### src/rtl/fetch_stage.sv
// Instruction-fetch stage: owns the PC and keeps one request outstanding to a
// variable-latency instruction memory. It feeds the IF/ID register, has a
// one-entry hold buffer for stalls, and drops responses made stale by redirects.
module fetch_stage #(
  parameter logic [31:0] RESET_PC  = 32'h0000_0000,
  parameter logic [31:0] NOP_INSTR = 32'h0000_0013
) (
  input  logic        clk,
  input  logic        rst_n,
  input  logic        PC_Write,
  input  logic        PCSrc_E,
  input  logic [31:0] PC_Target_E,
  output logic [31:0] PC_o,
  output logic        imem_req,
  input  logic        imem_rvalid,
  input  logic [31:0] ins_i,
  output logic [31:0] Instr_D,
  output logic [31:0] PC_D,
  output logic [31:0] PCPlus4_D,
  output logic        Valid_D
);

  typedef enum logic [1:0] {ISSUE, WAIT, HOLD, DROP} state_t;

  state_t      state_reg, state_next;
  logic [31:0] pc_reg, pc_next;
  logic [31:0] buf_reg, buf_next;
  logic [31:0] instr_d_reg, instr_d_next;
  logic [31:0] pc_d_reg, pc_d_next;
  logic [31:0] pcplus4_d_reg, pcplus4_d_next;
  logic        valid_d_reg, valid_d_next;

  logic        req;
  logic        avail;
  logic [31:0] avail_word;
  logic [31:0] target;
  logic [31:0] pc_plus4;

  assign target   = {PC_Target_E[31:2], 2'b00};
  assign pc_plus4 = pc_reg + 32'd4;

  always_comb begin
    state_next = state_reg;
    pc_next    = pc_reg;
    buf_next   = buf_reg;
    req        = 1'b0;
    avail      = 1'b0;
    avail_word = ins_i;

    unique case (state_reg)
      ISSUE: begin
        req = ~PCSrc_E;
        if (PCSrc_E) pc_next = target;
        else         state_next = WAIT;
      end
      WAIT: begin
        if (imem_rvalid) begin
          avail = 1'b1;
          if (PCSrc_E) begin
            pc_next    = target;
            state_next = ISSUE;
          end else if (PC_Write) begin
            pc_next    = pc_plus4;
            state_next = ISSUE;
          end else begin
            buf_next   = ins_i;
            state_next = HOLD;
          end
        end else if (PCSrc_E) begin
          pc_next    = target;
          state_next = DROP;
        end
      end
      HOLD: begin
        avail      = 1'b1;
        avail_word = buf_reg;
        if (PCSrc_E) begin
          buf_next   = NOP_INSTR;
          pc_next    = target;
          state_next = ISSUE;
        end else if (PC_Write) begin
          pc_next    = pc_plus4;
          state_next = ISSUE;
        end
      end
      DROP: begin
        // The outstanding response belongs to the old path; only the PC moves.
        if (PCSrc_E)     pc_next    = target;
        if (imem_rvalid) state_next = ISSUE;
      end
      default: state_next = ISSUE;
    endcase
  end

  always_comb begin
    instr_d_next   = instr_d_reg;
    pc_d_next      = pc_d_reg;
    pcplus4_d_next = pcplus4_d_reg;
    valid_d_next   = valid_d_reg;
    if (PC_Write || PCSrc_E) begin
      if (PCSrc_E || !avail) begin
        valid_d_next = 1'b0;
        instr_d_next = NOP_INSTR;
      end else begin
        valid_d_next   = 1'b1;
        instr_d_next   = avail_word;
        pc_d_next      = pc_reg;
        pcplus4_d_next = pc_plus4;
      end
    end
  end

  always_ff @(posedge clk or negedge rst_n) begin
    if (!rst_n) begin
      state_reg     <= ISSUE;
      pc_reg        <= RESET_PC;
      buf_reg       <= NOP_INSTR;
      instr_d_reg   <= NOP_INSTR;
      pc_d_reg      <= 32'd0;
      pcplus4_d_reg <= 32'd0;
      valid_d_reg   <= 1'b0;
    end else begin
      state_reg     <= state_next;
      pc_reg        <= pc_next;
      buf_reg       <= buf_next;
      instr_d_reg   <= instr_d_next;
      pc_d_reg      <= pc_d_next;
      pcplus4_d_reg <= pcplus4_d_next;
      valid_d_reg   <= valid_d_next;
    end
  end

  // Gate with rst_n so no request escapes while reset is held.
  assign imem_req  = req & rst_n;
  assign PC_o      = pc_reg;
  assign Instr_D   = instr_d_reg;
  assign PC_D      = pc_d_reg;
  assign PCPlus4_D = pcplus4_d_reg;
  assign Valid_D   = valid_d_reg;

endmodule

### config.mk
export PLATFORM = sky130hd
export DESIGN_NAME = fetch_stage
export DESIGN_NICKNAME = d
export VERILOG_FILES = /design/src/rtl/fetch_stage.sv
export SDC_FILE = /design/constraint.sdc
export NUM_CORES = 1
export LEC_CHECK = 0
export CORE_ASPECT_RATIO = 0.9
export CORE_MARGIN = 2
export CORE_UTILIZATION = 45
export DETAILED_ROUTE_END_ITERATION = 10
export PLACE_DENSITY = 0.75
export SYNTH_ARGS = -nofsm -noshare
export SYNTH_HDL_FRONTEND = slang
export SYNTH_SLANG_ARGS = --single-unit
### constraint.sdc
create_clock -name clk -period 2.8 [get_ports clk]
set_input_delay 0.28 -clock clk [delete_from_list [all_inputs] [get_ports clk]]
set_output_delay 0.28 -clock clk [all_outputs]
set_load 0.03 [all_outputs]
== After elaboration in Yosys (flattened, before gate mapping) ==
Cells that the tools add are included.

* $add $sub $neg: 1
* Equal/unequal tests: 11
* Mux-type cells: 25
* Bitwise gates (word level): 3
* Reduce and logical (&&, ||, !) cells: 9

{| class="wikitable"
|+ Operator list
! operator !! count
|-
| $mux W32 || 10
|-
| $pmux W32 S3 || 1
|-
| $pmux W32 S2 || 1
|-
| $add A32 B3 Y32 const B || 1
|-
| $mux W2 || 8
|-
| $ne A2 B2 Y1 const B || 6
|-
| $pmux W2 S4 || 1
|-
| $ne A3 B3 Y1 const B || 2
|-
| $reduce_and A5 Y1 || 1
|-
| $eq A2 B2 Y1 const B || 2
|-
| $reduce_and A4 Y1 || 1
|-
| $mux W1 || 3
|-
| $eq A2 B1 Y1 const B || 1
|-
| $logic_not A2 Y1 || 1
|-
| $logic_or A1 B1 Y1 || 2
|-
| $not A1 Y1 || 2
|-
| $pmux W1 S2 || 1
|-
| $reduce_and A2 Y1 || 1
|-
| $reduce_bool A2 Y1 || 1
|-
| $reduce_or A2 Y1 || 1
|-
| $and A1 B1 Y1 || 1
|-
| $logic_not A1 Y1 || 1
|}

* Bits in registers: 163
* Output and inout bits: 130

== Depth between registers and ports, before layout ==
Gate-level depths: netlist (run 1).

* Depth after elaboration: 6
* Mapped depth: 10

== Least setup slack after synthesis (run 1) ==
OpenSTA, ideal clock, no wires.

* Kind: register to register
* From: register pc_reg[2] (netlist: PC_o[2])
* To: register pc_reg[18] (netlist: PC_o[18])
* Setup time: 0.076 ns
* Arrival: 1.897 ns
* Required time: 2.724 ns
* Slack: 0.826 ns
* Stages on the path, launching flop included: 7
* Buffers on the path: 0
* Cells stage by stage: dfrtp_1 -> ha_1 -> and2_1 -> nand4_4 -> or3_1 -> o31a_1 -> o21ai_1

* Cells in the longest elaborated chain, start to end: 5

{| class="wikitable"
|+ RTL lines
! what !! RTL line !! source
|-
| start: declaration || 26 || <nowiki>logic [31:0] pc_reg, pc_next;</nowiki>
|-
| start signal: assignment || 124 || <nowiki>pc_reg <= pc_next;</nowiki>
|-
| $add A32 B3 Y32 * || 40 || <nowiki>assign pc_plus4 = pc_reg + 32'd4;</nowiki>
|-
| $mux W32 * || 62, 81 ||
|-
| $mux W32 * || 77 || <nowiki>if (PCSrc_E) begin</nowiki>
|-
| $mux W32 || 57 || <nowiki>if (imem_rvalid) begin</nowiki>
|-
| $pmux W32 S3 * || 50 || <nowiki>unique case (state_reg)</nowiki>
|-
| named net pc_next[18] || 26 ||
|}

The timed path passes the listed nets; every way through them passes the cells marked *.
A chain may end at the register's enable or synchronous reset.

== Worst setup path in the final report (run 1) ==
* From: register state_reg[1]
* To: register pc_reg[20] (netlist: PC_o[20])

* Cells in the longest elaborated chain, start to end: 3
* Elaborated cells on any way between the ends: 6
* Classes of those cells: eq/ne: 3; mux: 1; reduce/logical: 2

{| class="wikitable"
|+ RTL lines
! what !! RTL line !! source
|-
| start: declaration || 25 || <nowiki>state_t state_reg, state_next;</nowiki>
|-
| start signal: assignment || 123 || <nowiki>state_reg <= state_next;</nowiki>
|-
| $eq A2 B2 Y1 / $logic_not A2 Y1 (equally long branches) || 50 ||
|-
| $reduce_or A2 Y1 (no source line) || -- ||
|-
| $pmux W32 S3 * || 50 ||
|-
| named net pc_next[20] || 26 ||
|}

Marks and branches as above.

==> impl_metrics.tcl, run 1 <==
set metrics [dict create \
    p_clk_frac 0.220 \
    crit_path_end_kind "flip-flop" \
    vias 6242 \
    p_sw_frac 0.420 \
    synth-compound-area-share 0.147 \
    first_pass_iters 5 \
    htreeDepth 4 \
    portBuffers 196 \
    synthAdderAreaFrac 0.00845 \
    final.period_utilization 0.838 \
    drt_iter0_drc 538 \
    synth_common_cells "nand2_1, dfrtp_1, o21ai_0" \
    max_freq_mhz 426 \
    avgRoutedWirePerCell_um 18.6 \
    route.detailed.drc 0 \
    yosysTopAreaCell "dfrtp_1" \
    async_flop_share 1.00 \
    antenna_found_initial 0 \
    synthFlopType "dfrtp_1" \
    rsz0062_at_grt "no" \
    numCtsBuffers 17 \
    fp.dieH_um 126 \
    root_buffer "clkbuf_16" \
    maxSlewHeadroom 0.305 \
    grt_usage 0.247 \
    status "finished clean" \
    grt_pass1_wl_um 33900 \
    synth_top_area_share 0.524 \
    grt_max_degree 86 \
    cp_cell_sequence "inv_1 -> ha_1 -> mux2_1 -> and2_1 -> nor2_1 -> o21ai_0 -> o311ai_0" \
    cts_tree "yes" \
    row_count 44 \
    yosys.area_share.xor_xnor 0.0331 \
    ys_warn_count 0 \
    ys_seq_elements 161 \
    arrival_ns 2.65 \
    coreArea_um2 16100 \
    slowest_delay_ns 0.41 \
    hp-class "in -> async" \
    synthMuxAreaShare 0.0517 \
    die_x_um 139 \
    setup_tns_ns 0 \
    cts_hold_buf 1 \
    drive_gt1_frac 0.0777 \
    drv_slew 0 \
    slowest_stage "ha_1" \
    grt_pass1_vias 6089 \
    clk_latency_ns 0.43 \
    p_switching_uw 4510 \
    synth_edf_count 0 \
    cts.sinks 161 \
    p_per_area_nw_per_um2 1060 \
    setup_violations 0 \
    holdWs_ns 0.307 \
    pwr-share-seq 0.359 \
    synth_area_per_cell_um2 9.87 \
    vias_per_cell 5.45 \
    syn2layout_area_growth_pct 36.8 \
    ff_latch_area_um2 4040 \
    synthTopCellsByArea "dfrtp_1, nand2_1, mux2i_1" \
    synth_top_family_by_area "simple AND/OR/NAND/NOR gates" \
    p_int_uw 6230 \
    ys_seq_area_frac 0.545 \
    cp_max_fo 10 \
    nFillCells 1351 \
    cp.required_ns 3.10 \
    antenna_left 0 \
    overflow 0 \
    cp-start-kind "flip-flop" \
    clk_pin_slew_ns 0.07 \
    min_period_ns 2.35 \
    syn_nets 824 \
    place.gp.congestion 0.861 \
    finClkSkew_ns 0.0105 \
    syn_area_um2 7400 \
    synth_cell_type_count 49 \
    cap_violations 0 \
    hpwl_um 14600 \
    cts_resized 0 \
    multi_input_comb_area_um2 3090 \
    pwr-share-comb 0.421 \
    antenna_cells 0 \
    p_leak_uw 0.00439 \
    io_pins 199 \
    ir_drop_mv 0.678 \
    path_class "reg -> reg" \
    worst_slew_pin_slew_ns 1.04 \
    syn_inst 750 \
    synthSimpleGateAreaFrac 0.174 \
    post_cts_buffers 0 \
    die-area_um2 17500 \
    initial_utilization 0.459 \
    wl_um 21300 \
    clk_path_buf_depth 2 \
    nets 1000 \
    yosysMostFrequentCell "nand2_1" \
    hold_violations 0 \
]
==> per-stage QoR <==
step	total power, µW	setup WS (ns)	std cells	instance area [µm²]	util
after floorplan	6430	0.826	750	7400	-
after CTS	10800	0.477	1146	10100	0.628
after global routing	11300	0.287	1146	10100	0.628
after detailed placement	8370	0.527	1113	9530	0.591
final	10700	0.454	1146	10100	0.628
after global placement	8290	0.576	1113	9530	0.591
==> cell families (layout without fill, tap and decap cells) <==
group	Yosys count	after routing
DFF	161	161
and+or+nand+nor	280	280
AOI/OAI and AO/OA	171	171
muxes	38	38
buffers and inverters	67	256
adders and majority gates	5	5
xor gates and xnor gates	28	28
==> placed cells by master, fill, tap and decap left out, drive strengths merged, types with 3 or more instances in the layout <==
master         count
a21oi             28
a22o              33
a31oi              4
and2               5
and3              16
and4               5
buf               20
clkbuf            17
clkdlybuf4s50    194
dfrtp            155
dfstp              6
ha                 5
inv               20
mux2i             36
nand2            189
nand3             11
nand4             10
nor2              19
nor3              10
nor4               8
o21ai             68
o22a               3
o22ai             15
o311ai             5
xnor2             21
xor2               7
==> final cells by class <==
type,count,area share
Inverter,9,0.00334
Tap cell,207,0.0256
Clock buffer,17,0.0420
Clock inverter,15,0.0161
Timing Repair Buffer,215,0.209
Sequential cell,161,0.399
Multi-Input combinational cell,522,0.305
==> power groups by stage <==
stage | Clock (µW) | Sequential, µW | Combinational (µW)
floorplan | 0 | 4680 | 1750
global placement | 0 | 3840 | 4450
detailed placement | 0 | 3870 | 4500
CTS | 2380 | 3840 | 4530
global route | 2500 | 3960 | 4810
finish | 2360 | 3860 | 4520
==> per-layer routing <==
layer  up-vias  GRT usage  wire length, µm
li1       2969          -                -
met1      3005      0.341             9360
met2       234      0.380             9810
met3        34     0.0696             1750
met4         0     0.0820              420
met5         -          0                0
==> final timing paths <==
kind                                     start          end  slack (ns)  cells past startpoint
worst max register to register    state_reg[1]     PC_o[20]        0.45                      7
worst max-delay path              state_reg[1]     PC_o[20]        0.45                      7
max in group asynchronous                rst_n  Instr_D[12]        1.64                      3
min in group clk                PC_Target_E[2]      PC_o[2]        0.40                      3
worst min register to register     Instr_D[17]  Instr_D[17]        0.47                      2
worst min-delay path                     rst_n     PC_D[15]        0.31                      2
==> worst max-delay path: cells and delay by family (launching register included) <==
family                   cells  cell delay (ns)
AND/OR/NAND/NOR              2             0.59
multiplexers                 1             0.40
buffers and inverters        1             0.11
AO/OA/AOI/OAI                2             0.30
flip-flops                   1             0.40
adder cells (fa/ha/maj)      1             0.41
No activity file was read; power rests on OpenSTA's default activity.
==> run 2: changes to the inputs <==
- clock period: 2.8 -> 2.16 ns (I/O delays scaled with it)
==> impl_metrics.tcl, run 2 (synthesized netlist as in run 1, its figures left out) <==
set metrics [dict create \
    nets 1031 \
    p_per_area_nw_per_um2 1390 \
    min_period_ns 2.08 \
    root_buffer "clkbuf_16" \
    startpoint "state_reg[0]" \
    final.period_utilization 0.964 \
    hold_violations 0 \
    max_freq_mhz 480 \
    status "finished clean" \
    place.gp.congestion 0.869 \
    hp-class "in -> async" \
    worst_slew_pin_slew_ns 0.478 \
    initial_utilization 0.459 \
    clk_pin_slew_ns 0.06 \
    ir_drop_mv 0.879 \
    met3_usage 0.0624 \
    cts_tree "yes" \
    vias 6440 \
    numCtsBuffers 17 \
    final_cell_mix "clkdlybuf4s50_1, nand2_1, dfrtp_1, o21ai_0, buf_4" \
    antenna_left 0 \
    slowest_stage "dfrtp_1" \
    grt_usage 0.254 \
    die_x_um 139 \
    power_uw 14500 \
    cp-start-kind "flip-flop" \
    rsz0062_at_grt "yes" \
    dpl_cell_area_um2 9820 \
    cap_violations 0 \
    arrival_ns 2.42 \
    r2r_start "state_reg[0]" \
    crit_buf_inv 2 \
    globalRouteMet1Util 0.357 \
    fp.dieH_um 126 \
    first_pass_iters 5 \
    maxSlewHeadroom 0.679 \
    cp.required_ns 2.50 \
    setup_violations 0 \
    htreeDepth 4 \
    vias_per_cell 5.47 \
    syn2layout_area_growth_pct 41.5 \
    clk_path_buf_depth 2 \
    io_pins 199 \
    grt_pass1_vias 6502 \
    overflow 0 \
    antenna_cells 0 \
    clk_latency_ns 0.43 \
    drive_gt1_frac 0.111 \
    p_leak_uw 0.00458 \
    die-area_um2 17500 \
    cp_max_fo 11 \
    route.detailed.drc 0 \
    final_cell_area_um2 10500 \
    grt_pass1_wl_um 35300 \
    path_class "reg -> reg" \
    hpwl_um 15300 \
    use_met2 0.389 \
    antenna_found_initial 0 \
    multi_input_comb_area_um2 3110 \
    cp_cell_sequence "inv_1 -> ha_1 -> mux2_1 -> nand2_1 -> buf_12 -> and3_1 -> a21oi_1 -> o22ai_1" \
    portBuffers 196 \
    grt_max_degree 87 \
    drv_slew 0 \
    nFillCells 1303 \
    cts.sinks 161 \
    top_usage_layer "met2" \
    avgRoutedWirePerCell_um 18.4 \
    ff_latch_area_um2 4040 \
    crit_path_end_kind "flip-flop" \
    row_count 44 \
    final_common_cell "clkdlybuf4s50_1" \
    slowest_delay_ns 0.38 \
    wl_um 21700 \
    finClkSkew_ns 0.00900 \
    path_delay_family "simple AND/OR/NAND/NOR gates" \
    coreArea_um2 16100 \
    drt_iter0_drc 520 \
]
## run 2: cell types whose count changed in the layout (fill, tap and decap cells not counted), sizes merged
cell,change
inv,-3
bufinv,+2
buf,+31
clkinvlp,+1
## run 2: cell type report
cell class                 instances  area share
timing repair buffer             246       0.230
sequential                       161       0.385
multi-input combinational        522       0.297
tap                              207      0.0247
clock buffer                      17      0.0406
clock inverter                    15      0.0188
inverter                           9     0.00323
## run 2: routing by layer
layer,part of all wire,vias to the layer above
met5,0,-
li1,-,3028
met3,0.077,30
met4,0.022,0
met1,0.44,3117
met2,0.46,265
## run 2: power breakdown
| group | switching [µW] | internal (µW) |
|---|---|---|
| sequential | 745 | 4000 |
| clock | 1320 | 1860 |
| combinational | 3810 | 2790 |
## run 2: final timing paths
kind	end	slack, ns	depth (start not counted)
max in group asynchronous	buf_reg[18]	1.15	3
worst max register to register	PC_o[21]	0.08	8
worst min-delay path	PC_D[20]	0.24	2
min in group clk	PC_o[6]	0.34	3
worst min register to register	PC_D[31]	0.47	2
worst max-delay path	PC_o[21]	0.08	8
## run 2: what timing repair did
action | 4_1_cts | 5_1_grt
buffers inserted | 0 | 0
endpoints found under the setup margin | 1 | 7
hold buffers | 1 | 0
resized for setup | 2 | 3
endpoints found under the hold margin | 32 | 0
## run 2: metrics by stage
step                      utilization  worst slack, ns  setup TNS (ns)  hold WS (ns)  cells
after floorplan                     -            0.186               0       -0.0796    750
after global placement          0.609           0.0775               0         0.129   1144
after detailed placement        0.609           0.0203               0         0.129   1144
after CTS                       0.649           0.0326               0         0.244   1177
after global routing            0.649          -0.0365         -0.0886         0.279   1177
final                           0.649           0.0778               0         0.239   1177
==> run 3: changes to the inputs <==
- CAP_MARGIN: default -> 20
==> results of run 3 <==
Final layout, timing and power as in run 2 (identical DEF).
